`src/rtl/tick_div_pkg.sv`:
```
// Shared types and default widths for the tick divider.
package tick_div_pkg;

    typedef enum logic {
        IDLE,
        RUN
    } tick_div_state_e;

    localparam int unsigned TICK_DIV_W = 32;
    localparam int unsigned TICK_CNT_W = 16;

endpackage

```
`src/rtl/tick_divider.sv`:
```
// Periodic strobe generator: latches a divisor on enable and pulses tick_o every
// divisor cycles, keeping a wrapping tick count and sticky wrap/zero-divisor flags.
module tick_divider
    import tick_div_pkg::*;
#(
    parameter int unsigned DIV_W = TICK_DIV_W,
    parameter int unsigned CNT_W = TICK_CNT_W
) (
    input  logic             clk_i,
    input  logic             rst_ni,
    input  logic [DIV_W-1:0] divisor_i,
    input  logic             enable_i,
    input  logic             clear_i,
    output logic             tick_o,
    output logic             busy_o,
    output logic [CNT_W-1:0] tick_cnt_o,
    output logic             wrap_o,
    output logic             err_o
);

    localparam logic [DIV_W-1:0] ONE = DIV_W'(1);

    tick_div_state_e r_state;
    tick_div_state_e w_state_next;

    logic [DIV_W-1:0] r_div;
    logic [DIV_W-1:0] r_cnt;
    logic [CNT_W-1:0] r_tick_cnt;
    logic             r_tick;
    logic             r_wrap;
    logic             r_err;

    logic w_load;
    logic w_zero_err;
    logic w_stop;
    logic w_tick_evt;

    always_ff @(posedge clk_i or negedge rst_ni) begin
        if (!rst_ni) begin
            r_state <= IDLE;
        end else begin
            r_state <= w_state_next;
        end
    end

    always_comb begin
        w_state_next = r_state;
        w_load       = 1'b0;
        w_zero_err   = 1'b0;
        w_stop       = 1'b0;
        w_tick_evt   = 1'b0;
        case (r_state)
            IDLE: begin
                if (enable_i) begin
                    if (divisor_i != '0) begin
                        w_load       = 1'b1;
                        w_state_next = RUN;
                    end else begin
                        w_zero_err = 1'b1;
                    end
                end
            end
            RUN: begin
                // Disable wins over a pending tick: nothing issues on the stopping edge.
                if (!enable_i) begin
                    w_stop       = 1'b1;
                    w_state_next = IDLE;
                end else if (r_cnt == '0) begin
                    w_tick_evt = 1'b1;
                end
            end
            default: w_state_next = IDLE;
        endcase
    end

    always_ff @(posedge clk_i or negedge rst_ni) begin
        if (!rst_ni) begin
            r_div      <= '0;
            r_cnt      <= '0;
            r_tick     <= 1'b0;
            r_tick_cnt <= '0;
            r_wrap     <= 1'b0;
            r_err      <= 1'b0;
        end else begin
            r_tick <= w_tick_evt;

            if (w_load) begin
                r_div <= divisor_i;
                r_cnt <= divisor_i - ONE;
            end else if (w_stop) begin
                r_cnt <= '0;
            end else if (r_state == RUN) begin
                // r_div is never zero while in RUN, so the reload cannot underflow.
                r_cnt <= w_tick_evt ? (r_div - ONE) : (r_cnt - ONE);
            end

            if (w_zero_err) begin
                r_err <= 1'b1;
            end else if (w_load) begin
                r_err <= 1'b0;
            end

            if (clear_i) begin
                r_tick_cnt <= '0;
                r_wrap     <= 1'b0;
            end else if (w_tick_evt) begin
                r_tick_cnt <= r_tick_cnt + CNT_W'(1);
                if (r_tick_cnt == '1) begin
                    r_wrap <= 1'b1;
                end
            end
        end
    end

    assign tick_o     = r_tick;
    assign busy_o     = (r_state == RUN);
    assign tick_cnt_o = r_tick_cnt;
    assign wrap_o     = r_wrap;
    assign err_o      = r_err;

endmodule

```
`config.mk`:
```
export PLATFORM = sky130hd
export DESIGN_NAME = tick_divider
export DESIGN_NICKNAME = d
export VERILOG_FILES = /design/src/rtl/tick_div_pkg.sv /design/src/rtl/tick_divider.sv
export SDC_FILE = /design/constraint.sdc
export NUM_CORES = 1
export LEC_CHECK = 0
export BUFFER_PORTS_ARGS = -buffer_cell sky130_fd_sc_hd__buf_2
export CAP_MARGIN = 30
export CORE_MARGIN = 2
export CORE_UTILIZATION = 50
export DETAILED_ROUTE_END_ITERATION = 16
export MAX_ROUTING_LAYER = met4
export PLACE_DENSITY = 0.75
export SETUP_SLACK_MARGIN = 0.4
export SLEW_MARGIN = 20
export SYNTH_ARGS = -nofsm -noshare
export SYNTH_HDL_FRONTEND = slang
export SYNTH_SLANG_ARGS = --single-unit
```
`constraint.sdc`:
```
create_clock -name clk_i -period 12.4 [get_ports clk_i]
set_input_delay 0.62 -clock clk_i [delete_from_list [all_inputs] [get_ports clk_i]]
set_output_delay 0.62 -clock clk_i [all_outputs]
set_load 0.02 [all_outputs]
```
# After elaboration in Yosys (flattened, before gate mapping)
# Index checks and enable logic that the tools add are counted.
# W data, S select, Z words.
dict set report op_classes {
  reduce_logical 7
  n_eq_ne 1
  mux 24
  addsub 4
  bitwise_logic 1
}
# operator count
set ops {}
lappend ops {{$mux W32} 4}
lappend ops {{$sub A32 B1 Y32 const B} 3}
lappend ops {{$logic_not A32 Y1} 1}
lappend ops {{$mux W16} 2}
lappend ops {{$reduce_bool A32 Y1} 1}
lappend ops {{$mux W1} 17}
lappend ops {{$add A16 B1 Y16 const B} 1}
lappend ops {{$eq A16 B16 Y1 const B} 1}
lappend ops {{$reduce_bool A2 Y1} 3}
lappend ops {{$reduce_bool A3 Y1} 1}
lappend ops {{$pmux W1 S2} 1}
lappend ops {{$reduce_and A2 Y1} 1}
lappend ops {{$not A1 Y1} 1}
dict set report totals {
  wordCells 44
  inputBits 36
  regBits 84
}

# Logic depth before layout (Yosys ltp)
# Gate-level depths: netlist (run 1).
dict set report depth {
  word_depth 8
  mapped_depth 17
  ltp_nobuf 13
}

# Worst setup path before layout (run 1)
# No wires, ideal clock.
dict set report synth_path {
  path_type {register to register}
  startpoint {register r_cnt[25]}
  endpoint {register r_cnt[22]}
  setup_time_ps 140
  path_stages_with_launch 17
  required_time_ps 12260
  arrival_time_ps 3755
  slack_ps 8505
  path_buffers 4
  period_less_slack_ps 3895
  path_cell_list {dfrtp_1 or4_4 nor4_4 nand3_2 clkinv_2 clkbuf_1 clkbuf_1 buf_2 a21oi_1 ha_1 nor3b_1 nand2_1 or4b_1 buf_2 nor3b_2 a2111oi_1 nor4_2}
}
dict set report synth_via {
  elab_chain_cells 8
}
# item line_no
set synth_rtl {}
lappend synth_rtl {{start: declaration} tick_divider.sv:27} ;# logic [DIV_W-1:0] r_cnt;
lappend synth_rtl {{start signal: assignment} tick_divider.sv:89} ;# r_cnt <= divisor_i - ONE;
lappend synth_rtl {{start signal: assignment} tick_divider.sv:94} ;# r_cnt <= w_tick_evt ? (r_div - ONE) : (r_cnt - ONE);
lappend synth_rtl {{$logic_not A32 Y1} tick_divider.sv:68} ;# end else if (r_cnt == '0) begin
lappend synth_rtl {{$mux W1} tick_divider.sv:68}
lappend synth_rtl {{$mux W1} tick_divider.sv:65} ;# if (!enable_i) begin
lappend synth_rtl {{$mux W1} tick_divider.sv:52} ;# case (r_state)
lappend synth_rtl {{named net w_tick_evt} tick_divider.sv:36} ;# logic w_tick_evt;
lappend synth_rtl {{$mux W32} tick_divider.sv:94}
lappend synth_rtl {{$mux W32} tick_divider.sv:92} ;# end else if (r_state == RUN) begin
lappend synth_rtl {{$mux W32} tick_divider.sv:90} ;# end else if (w_stop) begin
lappend synth_rtl {{$mux W32} tick_divider.sv:87} ;# if (w_load) begin
# The timed path passes the listed nets, and every way through them passes these cells. The select of a mux whose other input is x is not followed.
# A chain may end at the register's enable or synchronous reset.

# Worst setup path after layout (run 1)
dict set report layout_path {
  startpoint {register r_cnt[5]}
  endpoint {register r_cnt[20]}
}
dict set report layout_via {
  elab_chain_cells 8
}
# item line_no
set layout_rtl {}
lappend layout_rtl {{parallel branches: the longest is 4 deep, another holds $sub A32 B1 Y32} -}
lappend layout_rtl {{$mux W32 *} tick_divider.sv:94}
lappend layout_rtl {{$mux W32 *} tick_divider.sv:92}
lappend layout_rtl {{$mux W32 *} tick_divider.sv:90}
lappend layout_rtl {{$mux W32 *} tick_divider.sv:87}
# Mark *: on every way between the ends. The select of a mux whose other input is x is not followed.

==> results.py, run 1 <==
metrics = {
    "logic_synthesis": {
        "seq_area_frac_synth_pct": 38.6,
        "netlist.top_cell.by_area": "dfrtp_1",
        "netlist_area_sq_um": 5440,
        "synth_mux_area_share_pct": 7.77,
        "synth-xor-area-share_pct": 9.02,
        "synth_top_cell_area_share_pct": 38.6,
        "yosys.area_share.simple_pct": 25.2,
        "synth_top_family_by_area": "simple AND/OR/NAND/NOR gates",
        "yosysWarningCount": 0,
        "synthAdderAreaFrac_pct": 0.920,
        "synth_cell_types": 64,
        "synth_edf_count": 0,
        "synth_compound_area_share_pct": 15.8,
        "synth_ff_type": "dfrtp_1",
        "syn-num-nets": 659,
        "synthArstFlopShare_pct": 100,
        "synth_cells": 619,
        "synth_area_per_cell_sq_um": 8.79,
        "synth-seq-cells": 84,
        "yosys-top-cells-area": "dfrtp_1 (39%), mux2_2 (6.2%), nor2_1 (5.2%)",
    },
    "timing": {
        "hold_violations": 0,
        "slew_headroom_pct": 38.6,
        "finClkSkew_ns": 0.0119,
        "period_share_pct": 36.5,
        "setup_viol": 0,
        "tns_ns": 0,
        "fmax_mhz": 221,
        "worst_pin_slew_ns": 0.918,
        "min_period_ns": 4.52,
        "rsz0062_at_grt": "false",
        "drv_slew": 0,
    },
    "power": {
        "power_density_nw_per_um2": 120,
        "power_leakage_nw": 2.48,
        "vdd_drop_max_uv": 70.6,
    },
    "clocking": {
        "cts_tree": "done",
        "numClockSinks": 84,
        "clk_pin_slew_worst_paths_ns": 0.10,
        "cts_buffers": 9,
        "htreeDepth": 3,
        "cts-root-buf": "clkbuf_8",
        "cts_resized": 0,
        "cts_setup_buffers": 0,
        "holdBufCountCts": 0,
        "cts.path.max_buffers": 2,
        "clock_latency_ns": 0.38,
    },
    "floorplanning": {
        "fp.coreArea_sq_um": 10700,
        "dieHeight_um": 108,
        "design.die.area_sq_um": 11700,
        "rows": 38,
        "start_util_pct": 50.6,
        "ios": 56,
        "die_w_um": 108,
    },
    "layout": {
        "drive_gt1_share_pct": 18.7,
        "antenna_cells": 0,
        "area_growth_syn_to_layout_pct": 10.5,
        "fin_util_pct": 56.0,
        "fin_nets": 703,
    },
    "worst_setup_path": {
        "crit_fanout": 49,
        "worst_r2r_path_depth": 12,
        "worstSetupPathType": "reg2reg",
        "r2r_end": "r_cnt[20]",
        "arrival_ns": 4.77,
        "worst-r2r-setup-slack_ns": 7.88,
        "cp-start-kind": "flop",
        "cp_slowest_cell": "or4b_1",
        "endpoint_kind": "flop",
        "crit_path_max_incr_delay_ns": 0.65,
        "r2r_start": "r_cnt[5]",
        "crit_chain": "nor4_1 > and3_1 > nand3_2 > clkinv_2 > a21oi_1 > ha_1 > nor3b_1 > nand2_1 > or4b_1 > or3_1 > xnor2_1 > o22ai_1",
        "crit_required_ns": 12.65,
    },
    "outcome": {
        "status": "finished clean",
    },
    "routing": {
        "ant_nets": 0,
        "detail_route.wl_per_cell_um": 18.8,
        "firstDrtPassIters": 5,
        "drt_iter0_drc": 417,
        "vias": 5055,
        "drc": 0,
        "vias_per_cell": 6.26,
        "wl_mm": 15.2,
    },
    "global_route": {
        "first_global_vias": 4902,
        "grt_use_total_pct": 27.9,
        "grt_pass1_wl_mm": 24.8,
        "antenna_found_initial": 0,
        "overflow": 0,
        "grt_max_degree": 50,
    },
    "placed_design": {
        "portBuffers": 55,
        "place_congestion": 0.957,
        "hpwl_mm": 10.7,
    },
    "job": {
        "cap_viol_max_count": 0,
    },
    "hold_path": {
        "hp-class": "in2async",
    },
}
routing by layer:
metal	track usage (%)	share of wire [%]	up-vias
met2	43.0	46	201
li1	-	-	2361
met3	3.07	5.7	32
met4	11.7	2.6	0
met1	37.6	46	2461
met5	-	0	-
critical path: cells and delay by family (launching register included):
family | cells | cell delay [ns]
buffers and inverters | 1 | 0.64
adders and majority gates | 1 | 0.22
and+or+nand+nor | 7 | 2.34
DFF | 1 | 0.49
AOI/OAI and AO/OA | 2 | 0.49
xor gates and xnor gates | 1 | 0.15
power breakdown:
part / internal [mW] / switching [mW]
logic: 0.0783 / 0.102
clock network: 0.0842 / 0.108
registers: 0.306 / 0.0430
metrics by stage:
| stage | power (mW) | hold slack, ns | worst slack, ns | instances | instance area, sq um |
|---|---|---|---|---|---|
| 2_1_floorplan | 0.471 | 0.324 | 8.51 | 619 | 5440 |
| 3_3_place_gp | 0.525 | 0.481 | 7.74 | 792 | 5830 |
| 3_5_place_dp | 0.531 | 0.498 | 7.58 | 792 | 5830 |
| 4_1_cts | 0.722 | 0.228 | 7.95 | 808 | 6010 |
| 5_1_grt | 0.759 | 0.249 | 7.47 | 808 | 6010 |
| 6_report | 0.723 | 0.207 | 7.88 | 808 | 6010 |
registers in the layout, indices dropped and copies added, names as in the netlist:
register / flops
r_div: 32
tick_o: 1
tick_cnt_o: 16
err_o: 1
busy_o: 1
r_cnt: 32
wrap_o: 1
cells in the mapped netlist (2+ instances only):
master	instances
and4_1	2
nand2_1	41
nor3_1	30
and2_1	6
a31oi_1	3
o21a_1	2
and3_1	7
xor2_1	25
a31o_2	3
o22ai_1	20
nor4_4	2
inv_1	8
mux2_2	30
a22oi_1	3
o31ai_1	6
nand3_1	17
buf_1	4
a21o_1	2
ha_1	4
or3_1	13
nor4_1	14
nand4_1	6
a21oi_1	53
o21ai_0	30
nor2_1	75
a41oi_1	2
a2111oi_0	2
nor4b_1	3
clkbuf_1	20
nor2b_1	2
a32oi_1	2
mux2i_1	7
nand2b_1	6
nor3b_1	2
or2_2	6
buf_2	3
a311oi_1	2
xnor2_1	31
or4_1	15
dfrtp_1	84
a211oi_1	3
worst max-delay path by stage:
stage                     slack [ns]      start         to
after floorplan                 8.51  r_cnt[25]  r_cnt[22]
after global placement          7.74   enable_i  r_cnt[20]
after detailed placement        7.58   enable_i  r_cnt[20]
after CTS                       7.95   r_cnt[5]  r_cnt[20]
after global routing            7.47   r_cnt[5]  r_cnt[28]
final                           7.88   r_cnt[5]  r_cnt[20]
area by class of cell:
cell class                      instances  area [sq um]
Fill cell                            1017          4730
Sequential cell                        84          2100
Multi-Input combinational cell        498          3190
Clock inverter                          5          35.0
Tap cell                              140           175
Clock buffer                           11           151
Inverter                               10          38.8
Timing Repair Buffer                   60           315
logic make-up after synthesis:
group / Yosys count
AOI/OAI and AO/OA: 143
and+or+nand+nor: 257
xor gates and xnor gates: 56
muxes: 38
DFF: 84
buffers and inverters: 37
adders and majority gates: 4
cells in the final DEF (no fill, tap or decap), types with 4 or more instances in the layout:
cell type / instances
nand2b_1: 6
or4_1: 15
or2_2: 6
xnor2_1: 31
o31ai_1: 6
o21ai_0: 30
and2_1: 6
dfrtp_1: 84
nor3_1: 30
mux2_2: 30
nand4_1: 6
or3_1: 13
nand2_1: 41
inv_1: 8
mux2i_1: 7
buf_2: 54
and3_1: 7
o22ai_1: 20
nor4_1: 14
nor2_1: 75
clkbuf_8: 11
buf_4: 6
ha_1: 4
a21oi_1: 53
nand3_1: 17
xor2_1: 25
(Power assumes the default switching activity.)
==> inputs of run 2 (changes only) <==
--- a/config.mk
+++ b/config.mk
@@ -11,7 +11,7 @@
 export CORE_UTILIZATION = 50
 export DETAILED_ROUTE_END_ITERATION = 16
 export MAX_ROUTING_LAYER = met4
-export PLACE_DENSITY = 0.75
+export PLACE_DENSITY = 0.78
 export SETUP_SLACK_MARGIN = 0.4
 export SLEW_MARGIN = 20
 export SYNTH_ARGS = -nofsm -noshare
==> constraint.sdc (replaced) <==
create_clock -name clk_i -period 3.96 [get_ports clk_i]
set_input_delay 0.198 -clock clk_i [delete_from_list [all_inputs] [get_ports clk_i]]
set_output_delay 0.198 -clock clk_i [all_outputs]
set_load 0.02 [all_outputs]
==> results.py, run 2 (same netlist as run 1, synthesis figures left out) <==
metrics = {
    "job": {
        "cap_viol_max_count": 0,
    },
    "power": {
        "switching_power_uw": 793,
        "pwr-share-clk_pct": 31.3,
        "swShare_pct": 32.4,
        "p_comb_share_pct": 24.0,
        "vdd_drop_max_uv": 196,
        "power_density_nw_per_um2": 392,
        "power_mw": 2.45,
        "internal_power_mw": 1.66,
        "p_seq_share_pct": 44.7,
        "power_leakage_nw": 2.58,
    },
    "worst_setup_path": {
        "endpoint_kind": "flop",
        "cp-start-kind": "flop",
        "worstSetupPathType": "reg2reg",
        "crit_chain": "nor4_1 > and3_1 > nand3_2 > clkinv_2 > a21oi_2 > ha_1 > nor3b_4 > nand2_2 > or4b_4 > or3_1 > xnor2_1 > o22ai_1",
        "crit_fanout": 15,
        "arrival_ns": 3.62,
        "crit_path_max_incr_delay_ns": 0.56,
        "crit_required_ns": 4.20,
        "cp_slowest_cell": "or4b_4",
    },
    "global_route": {
        "grt_max_degree": 44,
        "grt_pass1_wl_mm": 24.8,
        "first_global_vias": 4884,
        "overflow": 0,
        "antenna_found_initial": 0,
        "grt_use_total_pct": 28.1,
    },
    "timing": {
        "setup_viol": 0,
        "worst_pin_slew_ns": 0.867,
        "tns_ns": 0,
        "drv_slew": 0,
        "fmax_mhz": 297,
        "min_period_ns": 3.37,
        "hold_violations": 0,
        "slew_headroom_pct": 42.0,
        "rsz0062_at_grt": "true",
        "finClkSkew_ns": 0.0135,
        "period_share_pct": 85.1,
    },
    "clocking": {
        "clk_pin_slew_worst_paths_ns": 0.09,
        "htreeDepth": 3,
        "cts-root-buf": "clkbuf_8",
        "cts_buffers": 9,
        "numClockSinks": 84,
        "cts_tree": "done",
        "cts.path.max_buffers": 2,
        "clock_latency_ns": 0.38,
    },
    "layout": {
        "layout_common_cells": "dfrtp_1 (83), nor2_1 (75), buf_2 (54), a21oi_1 (52), nand2_1 (39)",
        "final_common_cell": "dfrtp_1",
        "drive_gt1_share_pct": 21.3,
        "antenna_cells": 0,
        "fin_nets": 716,
        "area_growth_syn_to_layout_pct": 14.7,
    },
    "placed_design": {
        "hpwl_mm": 11.0,
        "place_congestion": 0.941,
        "portBuffers": 55,
    },
    "floorplanning": {
        "start_util_pct": 50.6,
        "fp.coreArea_sq_um": 10700,
        "dieHeight_um": 108,
        "ios": 56,
        "rows": 38,
        "design.die.area_sq_um": 11700,
        "die_w_um": 108,
    },
    "outcome": {
        "status": "finished clean",
    },
    "routing": {
        "drt_iter0_drc": 381,
        "detail_route.wl_per_cell_um": 18.8,
        "wl_mm": 15.4,
        "ant_nets": 0,
        "firstDrtPassIters": 5,
        "vias": 5145,
        "vias_per_cell": 6.27,
        "drc": 0,
    },
    "hold_path": {
        "hp-class": "in2reg",
    },
}
## run 2: changes by cell type in the layout (fill, tap and decap cells not counted), moves of 2 or more
cell       previous run  this run
bufinv_16             0         3
buf_4                 6        17
nand2_1              41        39
nand2_2               0         2
clkinv_2              3         1
a2111oi_2             0         2
## run 2: through the flow
stage	utilization (%)	cell area, sq um	hold WS (ns)	std cells	setup slack [ns]
finish	58.1	6240	0.0820	820	0.589
CTS	57.7	6200	0.0816	820	0.417
floorplan	-	5470	-0.0976	619	0.398
detailed placement	55.4	5950	0.239	804	0.441
global placement	55.1	5920	0.466	803	0.539
global route	58.1	6240	0.0901	820	0.389
## run 2: metal layers
layer	track usage, %	vias to the layer above	share of wire [%]
met2	44.4	215	47
met4	9.71	0	2.3
met5	-	-	0
met3	4.40	31	6.3
li1	-	2391	-
met1	36.9	2508	44
## run 2: what timing repair did
item | CTS | global route
hold buffers | 1 | 0
setup endpoints to repair | 0 | 7
setup buffers | 0 | 0
endpoints found under the hold margin | 41 | 0
gates resized for setup | 0 | 9
## run 2: worst max-delay path: cells and delay by family, from the launching register on
kind / cells / cell delay [ns]
buf+inv: 1 / 0.23
flops: 1 / 0.49
fa+ha+maj: 1 / 0.20
xor+xnor: 1 / 0.15
compound gates: 2 / 0.32
simple gates: 7 / 1.85
## run 2: power groups by stage
stage | Combinational [mW] | Sequential, mW | Clock, mW
2_1_floorplan | 0.423 | 1.06 | 0
3_3_place_gp | 0.549 | 1.10 | 0
3_5_place_dp | 0.567 | 1.10 | 0
4_1_cts | 0.571 | 1.09 | 0.771
5_1_grt | 0.649 | 1.11 | 0.806
6_report | 0.588 | 1.09 | 0.766
## run 2: path summary, 6_finish.rpt
check / from / to / slack, ns / cells after the start
worst max-delay path: r_cnt[5] / r_cnt[20] / 0.59 / 12
worst min-delay path: divisor_i[30] / r_div[30] / 0.08 / 3
min in group asynchronous: rst_ni / tick_cnt_o[3] / 0.34 / 2
max in group asynchronous: rst_ni / r_cnt[3] / 2.96 / 3
worst max register to register: r_cnt[5] / r_cnt[20] / 0.59 / 12
worst min register to register: wrap_o / wrap_o / 0.52 / 2
## run 2: area by class of cell
type | instances | area (sq um)
Inverter | 10 | 38.8
Timing Repair Buffer | 73 | 435
Fill cell | 964 | 4510
Tap cell | 140 | 175
Multi-Input combinational cell | 498 | 3250
Clock buffer | 11 | 141
Sequential cell | 84 | 2100
Clock inverter | 4 | 97.6
